==> src/rtl/peripheral_mpi_line_rx_pkg.sv <==
// Shared types and constants for the MPI line-side 8N1 receiver.
package peripheral_mpi_line_rx_pkg;

    typedef enum logic [2:0] {
        IDLE  = 3'd0,
        START = 3'd1,
        DATA  = 3'd2,
        STOP  = 3'd3,
        BREAK = 3'd4
    } rx_state_t;

    localparam int DATA_BITS   = 8;
    localparam int SYNC_STAGES = 2;

    function automatic int level_width(input int depth);
        return $clog2(depth) + 1;
    endfunction

endpackage

==> src/rtl/peripheral_mpi_rx_fifo.sv <==
// Small synchronous receive FIFO with a registered head byte and a drop strobe
// for pushes that find the FIFO full with no simultaneous pop.
module peripheral_mpi_rx_fifo
    import peripheral_mpi_line_rx_pkg::*;
#(
    parameter int DEPTH = 4
) (
    input  logic                          clk_i,
    input  logic                          rst_ni,
    input  logic                          push_i,
    input  logic [DATA_BITS-1:0]          data_i,
    input  logic                          pop_i,
    output logic [DATA_BITS-1:0]          data_o,
    output logic                          valid_o,
    output logic [level_width(DEPTH)-1:0] level_o,
    output logic                          drop_o
);

    localparam int PTR_W = $clog2(DEPTH);
    localparam int LVL_W = level_width(DEPTH);

    logic [DATA_BITS-1:0] mem_q [DEPTH];
    logic [PTR_W-1:0]     wr_q, rd_q, rd_next_s;
    logic [LVL_W-1:0]     cnt_q, cnt_d;
    logic [DATA_BITS-1:0] head_q, head_d;
    logic                 valid_q;
    logic                 full_s, push_s, pop_s;

    // Push/pop qualification and next head/level.
    always_comb begin
        rd_next_s = rd_q + PTR_W'(1);
        full_s    = (cnt_q == LVL_W'(DEPTH));
        pop_s     = pop_i & valid_q;
        push_s    = push_i & (~full_s | pop_s);
        drop_o    = push_i & full_s & ~pop_s;
        cnt_d     = cnt_q;
        head_d    = head_q;
        case ({push_s, pop_s})
            2'b10:   cnt_d = cnt_q + LVL_W'(1);
            2'b01:   cnt_d = cnt_q - LVL_W'(1);
            default: cnt_d = cnt_q;
        endcase
        // Head is refreshed only on a pop or on a push into an empty FIFO.
        if (pop_s) begin
            if (cnt_q > LVL_W'(1)) begin
                head_d = mem_q[rd_next_s];
            end else if (push_s) begin
                head_d = data_i;
            end else begin
                head_d = head_q;
            end
        end else if (push_s && (cnt_q == '0)) begin
            head_d = data_i;
        end else begin
            head_d = head_q;
        end
    end

    // Storage, pointers, level and head registers.
    always_ff @(posedge clk_i or negedge rst_ni) begin
        if (!rst_ni) begin
            for (int i = 0; i < DEPTH; i++) begin
                mem_q[i] <= '0;
            end
            wr_q    <= '0;
            rd_q    <= '0;
            cnt_q   <= '0;
            head_q  <= '0;
            valid_q <= 1'b0;
        end else begin
            if (push_s) begin
                mem_q[wr_q] <= data_i;
                wr_q        <= wr_q + PTR_W'(1);
            end
            if (pop_s) begin
                rd_q <= rd_next_s;
            end
            cnt_q   <= cnt_d;
            head_q  <= head_d;
            valid_q <= (cnt_d != '0);
        end
    end

    assign data_o  = head_q;
    assign valid_o = valid_q;
    assign level_o = cnt_q;

endmodule

==> src/rtl/peripheral_mpi_line_rx.sv <==
// 8N1 receiver for the MPI transmit line: synchronizer, bit-timing FSM,
// shifter, sticky error flags, and a receive FIFO on a valid/ready stream.
module peripheral_mpi_line_rx
    import peripheral_mpi_line_rx_pkg::*;
#(
    parameter int BAUD_DIV   = 16,
    parameter int FIFO_DEPTH = 4
) (
    input  logic                               mclk,
    input  logic                               puc_rst,
    input  logic                               smclk_en,
    input  logic                               mpi_rxd,
    output logic [7:0]                         rx_data,
    output logic                               rx_valid,
    input  logic                               rx_ready,
    output logic [level_width(FIFO_DEPTH)-1:0] rx_level,
    output logic                               frame_err,
    output logic                               overrun,
    input  logic                               err_clr
);

    localparam int CNT_W = $clog2(BAUD_DIV);
    localparam int BIT_W = $clog2(DATA_BITS);
    localparam logic [CNT_W-1:0] HALF_LAST = CNT_W'(BAUD_DIV / 2 - 1);
    localparam logic [CNT_W-1:0] FULL_LAST = CNT_W'(BAUD_DIV - 1);
    localparam logic [BIT_W-1:0] LAST_BIT  = BIT_W'(DATA_BITS - 1);

    logic [SYNC_STAGES-1:0] sync_q, settle_q;
    logic                   armed_q, rxs_s;
    rx_state_t              state_q, state_d;
    logic [CNT_W-1:0]       cnt_q, cnt_d;
    logic [BIT_W-1:0]       bit_q, bit_d;
    logic [DATA_BITS-1:0]   shift_q, shift_d;
    logic                   push_s, ferr_set_s, drop_s;
    logic                   frame_err_q, overrun_q;

    assign rxs_s = sync_q[SYNC_STAGES-1];

    // Line synchronizer; armed only once a genuine high level has been seen,
    // so a reset in mid-frame never starts on a data bit.
    always_ff @(posedge mclk or negedge puc_rst) begin
        if (!puc_rst) begin
            sync_q   <= '1;
            settle_q <= '0;
            armed_q  <= 1'b0;
        end else begin
            sync_q   <= {sync_q[SYNC_STAGES-2:0], mpi_rxd};
            settle_q <= {settle_q[SYNC_STAGES-2:0], 1'b1};
            armed_q  <= armed_q | (settle_q[SYNC_STAGES-1] & rxs_s);
        end
    end

    // Frame FSM next-state, counters and shifter.
    always_comb begin
        state_d    = state_q;
        cnt_d      = cnt_q;
        bit_d      = bit_q;
        shift_d    = shift_q;
        push_s     = 1'b0;
        ferr_set_s = 1'b0;
        case (state_q)
            IDLE: begin
                if (armed_q && !rxs_s) begin
                    state_d = START;
                    cnt_d   = '0;
                end else begin
                    state_d = IDLE;
                end
            end
            START: begin
                if (smclk_en && (cnt_q == HALF_LAST)) begin
                    cnt_d   = '0;
                    bit_d   = '0;
                    state_d = rxs_s ? IDLE : DATA;
                end else if (smclk_en) begin
                    cnt_d = cnt_q + CNT_W'(1);
                end else begin
                    cnt_d = cnt_q;
                end
            end
            DATA: begin
                if (smclk_en && (cnt_q == FULL_LAST)) begin
                    cnt_d   = '0;
                    shift_d = {rxs_s, shift_q[DATA_BITS-1:1]};
                    bit_d   = bit_q + BIT_W'(1);
                    state_d = (bit_q == LAST_BIT) ? STOP : DATA;
                end else if (smclk_en) begin
                    cnt_d = cnt_q + CNT_W'(1);
                end else begin
                    cnt_d = cnt_q;
                end
            end
            STOP: begin
                if (smclk_en && (cnt_q == FULL_LAST)) begin
                    cnt_d      = '0;
                    push_s     = rxs_s;
                    ferr_set_s = ~rxs_s;
                    state_d    = rxs_s ? IDLE : BREAK;
                end else if (smclk_en) begin
                    cnt_d = cnt_q + CNT_W'(1);
                end else begin
                    cnt_d = cnt_q;
                end
            end
            BREAK: begin
                if (rxs_s) begin
                    state_d = IDLE;
                end else begin
                    state_d = BREAK;
                end
            end
            default: state_d = IDLE;
        endcase
    end

    // FSM state, counters, shifter and sticky flags (a new error beats err_clr).
    always_ff @(posedge mclk or negedge puc_rst) begin
        if (!puc_rst) begin
            state_q     <= IDLE;
            cnt_q       <= '0;
            bit_q       <= '0;
            shift_q     <= '0;
            frame_err_q <= 1'b0;
            overrun_q   <= 1'b0;
        end else begin
            state_q     <= state_d;
            cnt_q       <= cnt_d;
            bit_q       <= bit_d;
            shift_q     <= shift_d;
            frame_err_q <= (frame_err_q & ~err_clr) | ferr_set_s;
            overrun_q   <= (overrun_q & ~err_clr) | drop_s;
        end
    end

    peripheral_mpi_rx_fifo #(
        .DEPTH (FIFO_DEPTH)
    ) u_fifo (
        .clk_i   (mclk),
        .rst_ni  (puc_rst),
        .push_i  (push_s),
        .data_i  (shift_q),
        .pop_i   (rx_ready),
        .data_o  (rx_data),
        .valid_o (rx_valid),
        .level_o (rx_level),
        .drop_o  (drop_s)
    );

    assign frame_err = frame_err_q;
    assign overrun   = overrun_q;

endmodule

==> config.mk <==
export PLATFORM = sky130hd
export DESIGN_NAME = peripheral_mpi_line_rx
export DESIGN_NICKNAME = d
export VERILOG_FILES = /design/src/rtl/peripheral_mpi_line_rx_pkg.sv /design/src/rtl/peripheral_mpi_rx_fifo.sv /design/src/rtl/peripheral_mpi_line_rx.sv
export SDC_FILE = /design/constraint.sdc
export NUM_CORES = 1
export LEC_CHECK = 0
export BUFFER_PORTS_ARGS = -buffer_cell sky130_fd_sc_hd__buf_2
export CORE_UTILIZATION = 55
export DETAILED_ROUTE_END_ITERATION = 8
export HOLD_SLACK_MARGIN = 0.08
export PLACE_DENSITY = 0.82
export SLEW_MARGIN = 40
export SYNTH_ARGS = -nofsm -noshare
export SYNTH_HDL_FRONTEND = slang
export SYNTH_SLANG_ARGS = --single-unit
==> constraint.sdc <==
create_clock -name mclk -period 3.43 [get_ports mclk]
set_clock_uncertainty 0.2 [all_clocks]
set_input_delay 0.686 -clock mclk [delete_from_list [all_inputs] [get_ports mclk]]
set_output_delay 0.686 -clock mclk [all_outputs]
set_load 0.03 [all_outputs]
==> results.md, run 1 <==
* Clock transition at path regs at 0.07 ns
* PwrDens at 626 nW/um2
* Syn_area_per_cell at 13.8 um2
* Synth Warn # at 0
* Cell variety after synth at 45
* Least-Margin Pin Slew at 0.713 ns
* Largest net degree at the start of global routing at 31
* Synth area leaders: dfrtp_1 (49%), mux2_4 (13%), mux4_2 (5.0%)
* Synth Area in Adders at 4.86%
* Setup total negative slack at 0 ns
* Post-Synth XOR/XNOR Area at 1.46%
* Yosys top cell by area: dfrtp_1
* CP arrival at 2.64 ns
* Final instance area at 3910 um2
* Wire per inst at 18.1 um
* VDD IR max at 433 uV
* Crit Path Max Fanout at 6
* Layout area overhead at 8.33%
* Crit-path max cell delay at 0.43 ns
* # IOs at 20
* Setup violators final at 0
* Met3 wire len at 199 um
* Clock sinks at 73
* WL final at 6550 um
* ANT nets after route at 0
* Synth Area in Simple Gates at 7.15%
* Fin crit period at 2.62 ns
* Routed wl met2 at 3330 um
* Worst hold-check path type: reg -> reg
* Routed via count at 2089
* Htree depth at 3
* Post-synth EDFFs at 0
* Final Util at 61.5%
* Nature of the critical path startpoint: register
* Setup WS post-layout at 0.809 ns
* Max Fclk at 0.381 GHz
* Die Footprint at 6880 um2
* DR pass1 iterations at 4
* Crit-path cells: inv_1 > ha_1 > nand3_1 > nand2_1 > inv_1 > ha_1 > nor2b_1 > o31ai_1 > o31ai_1 > or3_1
* Main combinational cell family by area after synthesis: multiplexers
* Synth Area in Compound Gates at 7.01%
* Vias in the first global route at 2248
* CP Class: reg -> reg
* Multiplexer share of the synthesized area at 24.2%
* Post-cts resize count at 0
* Clk_lat worst skew at 0.34 ns
* Detailed Route Iter0 Violations at 97
* Die width at 83.0 um
* Layout cells sized above 1 at 31.6%
* Seq/Total Area, Yosys at 50.7%
* Slew Viols, Final at 0
* Final hold violation count at 0
* Total CTS buffers at 9
* Placed cell area at 3700 um2
* Initial Util at 56.8%
* Syn nets at 282
* Core footprint at 6350 um2
* Ys flop type: dfrtp_1
* M1 wire length at 2930 um
* Pre-CTS setup slack at 0.577 ns
* P_leak at 1.90 nW
* Maxcap violations at 0
* Critical Path Slowest Stage Cell: dfrtp_1
* Initial antenna violation count at 0
* Synth Instances at 262
* Final #Nets at 300
* Root buffer cell: clkbuf_8
* Top delay family on crit path: simple AND/OR/NAND/NOR gates
* DRC viols at 0
* Port buffer count at 19
* WP data required at 3.45 ns
* # diodes at 0
* Syn Std Cell Area at 3600 um2
* Async set-reset flop share out of synthesis at 100%
* Share of the synthesized area in the top cell type at 49.3%
* RSZ-0062 raised after global routing: false
* Vias per cell at 5.77
* Status: complete, no violations
* Slew headroom at 52.5%
* Total gr overflow at 0
* First-pass GRT wire length at 11000 um
* Floorplan row count at 29
* Tcrit/Tclk final at 76.4%
* Longest Clk Path Bufs at 2
* CTS tree: built
* Synthesized flop and latch total at 73
* Crit. End Element: register
* Post-DP HPWL at 4300 um
* Reg-to-reg slack, setup at 0.81 ns
* Die height at 83.0 um
* Max Used Layer: met4
* Total GRT Usage at 20.7%
* Buf/Inv on CP at 2
* RePlAce Congestion at 0.797
* Post-CTS setup buffer count at 0
sequential cells by signal (all words and copies together), names as in the netlist, 3 cells and up:
name / count
shift_q: 8
u_fifo.data_o: 8
cnt_q: 4
u_fifo.mem_q: 32
u_fifo.level_o: 3
bit_q: 3
state_q: 3
cell usage after synthesis, types with 2 or more instances:
library cell / instances
mux2_4: 32
inv_1: 11
o21ai_0: 4
a22o_1: 3
o22ai_1: 3
nand2b_1: 2
dfrtp_1: 71
dfstp_2: 2
ha_1: 14
nor2b_1: 3
mux4_2: 8
mux2_1: 7
a21oi_1: 10
o31ai_1: 2
mux2_2: 3
nor2_1: 14
or3_1: 2
mux2i_1: 10
a211oi_1: 3
and4_4: 4
and3_1: 2
xnor2_1: 6
buf_6: 7
buf_2: 5
nand2_1: 6
nand3_1: 7
clkbuf_1: 3
metrics by stage:
| step | total power, mW | hold WS, ns | std cells |
|---|---|---|---|
| 6_report | 2.45 | 0.151 | 362 |
| 5_1_grt | 2.57 | 0.165 | 362 |
| 4_1_cts | 2.46 | 0.152 | 362 |
| 3_5_place_dp | 1.81 | 0.136 | 345 |
| 3_3_place_gp | 1.77 | 0.133 | 345 |
| 2_1_floorplan | 1.63 | 0.131 | 262 |
cell usage in the layout, fill, tap and decap left out, drive strengths merged, types with 2 or more instances in the layout:
master    Yosys  routed
and4          4       4
buf          12      21
xnor2         6       6
nand2         6       6
clkinvlp      0       2
nor2         14      14
and3          3       3
o21ai         5       5
a21oi        10      10
dfstp         2       2
mux2i        10      10
o31ai         2       2
dfrtp        71      71
o22ai         3       3
a211oi        3       3
mux2         42      42
clkinv        0       2
inv          12      13
nor2b         3       3
mux4          8       8
clkbuf        3      10
ha           14      14
nand2b        2       2
a22o          3       3
or3           2       2
nand3         7       7
final cells by class:
type	count	area (um2)
fillers	484	2440
flip-flops and latches	73	1830
multi-input cells	162	1620
clock buffers	10	128
repair buffers	22	120
well taps	77	96.3
clock inverters	6	67.6
inverters	12	45.0
repair_timing:
item,4_1_cts,5_1_grt
hold buffers,1,0
endpoints found under the setup margin,0,0
hold endpoints to repair,17,0
metal layers:
metal	GRT usage [%]	vias up
met5	0	-
met4	7.21	0
met3	6.06	7
met2	34.6	35
met1	25.5	1075
li1	-	972
worst paths after layout:
check	start	end	depth (start not counted)
hold / removal	settle_q[0]$_DFF_PN0_	settle_q[1]$_DFF_PN0_	0
hold reg to reg	settle_q[0]$_DFF_PN0_	settle_q[1]$_DFF_PN0_	0
setup / recovery	u_fifo.level_o[0]$_DFF_PN0_	u_fifo.valid_o$_DFF_PN0_	10
max in group asynchronous	puc_rst	sync_q[0]$_DFF_PN1_	3
setup reg to reg	u_fifo.level_o[0]$_DFF_PN0_	u_fifo.valid_o$_DFF_PN0_	10
min in group asynchronous	puc_rst	u_fifo.mem_q[16]$_DFFE_PN0P_	2
where the power goes:
part           internal, mW  switching, mW  leakage, nW
clock                 0.338          0.319       0.0929
sequential            0.977          0.171        0.969
combinational         0.257          0.384        0.843
total                  1.57          0.874         1.90
worst register-to-register path, delay by kind of cell (launching register included):
family                   cells  cell delay, ns
AND/OR/NAND/NOR              4            0.91
flip-flops                   1            0.43
adder cells (fa/ha/maj)      2            0.42
AO/OA/AOI/OAI                2            0.34
buffers and inverters        2            0.20
kinds of logic (layout without fill, tap and decap cells):
group	after synthesis	in the layout
flip-flops	73	73
multiplexers	60	60
AND/OR/NAND/NOR	46	46
AO/OA/AOI/OAI	35	35
buffers and inverters	27	50
adder cells (fa/ha/maj)	14	14
XOR/XNOR	6	6
other	1	1
(Power assumes the default switching activity.)
==> run 2: changes to the inputs <==
Settings changed: PLACE_DENSITY 0.82 to 0.85.
Clock period 3.43 ns to 2.2 ns, I/O delays scaled along.
==> run 2 against run 1 <==
  * The flow now finishes with violations (setup timing)
  * Count of clock-buffer cells in the layout stayed put
  * Sequential share of layout area shrank 4.9 points
  * Highest routed layer unchanged
  * Maximum frequency is 16% higher
  * Sequential power grew 44%
  * Total power is 82% higher
  * Design area rose by 12%
  * Critical path type unchanged
  * Cell count is 9.7% higher
  * Register-to-register slack got worse by 0.88 ns
  * Setup slack got worse by 0.88 ns
  * Largest cell class unchanged
  * Flip-flop and latch count did not move
  * Wire length increased by 8.3%
  * Via count grew 9.2%
==> results.md, run 2 (synthesized netlist as in run 1, its figures left out) <==
* Longest Clk Path Bufs at 2
* Int Pwr at 2.96 mW
* Htree depth at 3
* Most common cell after layout, fill and taps aside: dfrtp_1
* Routed via count at 2281
* PwrDens at 1020 nW/um2
* DRC viols at 0
* Combinational share of power at 34.0%
* Most frequent cells in the layout: dfrtp_1 (69), mux2_4 (32), buf_4 (30)
* Largest reg by FF count: u_fifo.mem_q
* CP Class: reg -> reg
* Fill cells at 419
* Layout cells sized above 1 at 43.8%
* Die Footprint at 6880 um2
* WP data required at 2.23 ns
* Final instance count without filler cells at 397
* Layout area overhead at 21.2%
* Port buffer count at 19
* Floorplan row count at 29
* RePlAce Congestion at 0.775
* Crit. End Element: register
* Die width at 83.0 um
* Clock sinks at 73
* Failing checks: setup timing
* Placed cell area at 3990 um2
* Wire per inst at 17.9 um
* VDD IR max at 609 uV
* Clock transition at path regs at 0.07 ns
* Initial antenna violation count at 0
* Initial Util at 56.8%
* Worst hold-check path type: reg -> reg
* Final hold violation count at 0
* # IOs at 20
* Reg-to-reg slack, setup at -0.07 ns
* Worst setup path endpoint: u_fifo.valid_o$_DFF_PN0_
* Dpl cells at 373
* Crit-path cells: ha_2 > nand4_1 > nor4_4 > nand2_4 > ha_4 > o31ai_4 > o31ai_2 > or3_1
* WL final at 7100 um
* Crit Path Max Fanout at 4
* # diodes at 0
* Clk_lat worst skew at 0.35 ns
* Final instance area at 4370 um2
* Reg2Reg Depth at 8
* Slew Viols, Final at 0
* Worst Setup SP: cnt_q[1]$_DFFE_PN0P_
* Total GRT Usage at 22.2%
* Detailed Route Iter0 Violations at 131
* Post-DP HPWL at 4600 um
* Switching Fraction at 33.4%
* DR pass1 iterations at 4
* Nature of the critical path startpoint: register
* Setup WS post-layout at -0.0686 ns
* Crit-path max cell delay at 0.36 ns
* Reg-to-Reg Start: cnt_q[1]$_DFFE_PN0P_
* Largest register FFs at 32
* Sequential power share at 37.5%
* Worst reg2reg path endpoint: u_fifo.valid_o$_DFF_PN0_
* Max Fclk at 0.441 GHz
* Total gr overflow at 0
* P_leak at 2.12 nW
* First-pass GRT wire length at 11800 um
* Tot Pwr at 4.44 mW
* Vias in the first global route at 2379
* Clock power frac at 28.5%
* Switching Power at 1.48 mW
* CP arrival at 2.30 ns
* ANT nets after route at 0
* Fin crit period at 2.27 ns
* Largest net degree at the start of global routing at 74
* Maxcap violations at 0
* Final #Nets at 335
* Total CTS buffers at 9
* Status: finished, violations left
* Vias per cell at 5.75
* Root buffer cell: clkbuf_8
* CTS tree: built
* Setup violators final at 1
* Core footprint at 6350 um2
* Critical Path Slowest Stage Cell: dfrtp_1
* Tcrit/Tclk final at 103%
* Die height at 83.0 um
* RSZ-0062 raised after global routing: true
* Setup total negative slack at -0.0686 ns
[run 2: worst min path at each step]
stage / from / to / slack, ns / cells past startpoint
after global placement: settle_q[0]$_DFF_PN0_ / settle_q[1]$_DFF_PN0_ / 0.13 / 0
after CTS: settle_q[0]$_DFF_PN0_ / settle_q[1]$_DFF_PN0_ / 0.16 / 0
after floorplan: puc_rst / armed_q$_DFF_PN0_ / -0.06 / 0
after detailed placement: settle_q[0]$_DFF_PN0_ / settle_q[1]$_DFF_PN0_ / 0.15 / 0
after global routing: sync_q[0]$_DFF_PN1_ / sync_q[1]$_DFF_PN1_ / 0.17 / 0
final: settle_q[0]$_DFF_PN0_ / settle_q[1]$_DFF_PN0_ / 0.16 / 0
[run 2: critical path, delay by kind of cell (launching register included)]
| family | cells | cell delay, ns |
|---|---|---|
| AOI/OAI and AO/OA | 2 | 0.35 |
| and+or+nand+nor | 4 | 0.78 |
| DFF | 1 | 0.36 |
| adders and majority gates | 2 | 0.47 |
[run 2: layout make-up]
cell class	instances	area, um2	share of cell area (%)
inverters	12	45.0	1.03
clock buffers	10	128	2.92
multi-input cells	162	1730	39.5
well taps	77	96.3	2.21
repair buffers	57	424	9.71
clock inverters	6	116	2.66
flip-flops and latches	73	1830	41.9
[run 2: per-layer routing]
metal / vias up / share of wire, % / GRT usage [%]
li1: 1051 / - / -
met1: 1168 / 43 / 28.3
met2: 48 / 51 / 36.1
met3: 14 / 4.1 / 6.86
met4: 0 / 2.0 / 7.21
met5: - / 0 / 0
[run 2: timing repair]
action | CTS | global route
endpoints found under the setup margin | 1 | 7
hold buffers | 3 | 0
gates resized for setup | 8 | 7
buffers inserted | 3 | 2
pin swaps | 4 | 2
hold endpoints to repair | 73 | 0
[run 2: metrics by stage]
stage	util [%]	hold slack, ns	setup WS (ns)
after floorplan	-	-0.0556	-0.113
final	68.8	0.156	-0.0686
after global routing	68.8	0.169	-0.188
after CTS	68.1	0.162	-0.0647
after detailed placement	62.9	0.145	-0.229
after global placement	62.9	0.134	-0.182
[run 2: power groups by stage]
stage | clock network, mW | logic (mW) | registers (mW)
4_1_cts | 1.30 | 1.48 | 1.66
5_1_grt | 1.35 | 1.64 | 1.68
2_1_floorplan | 0 | 0.732 | 1.87
3_3_place_gp | 0 | 1.35 | 1.68
6_report | 1.27 | 1.51 | 1.66
3_5_place_dp | 0 | 1.40 | 1.69
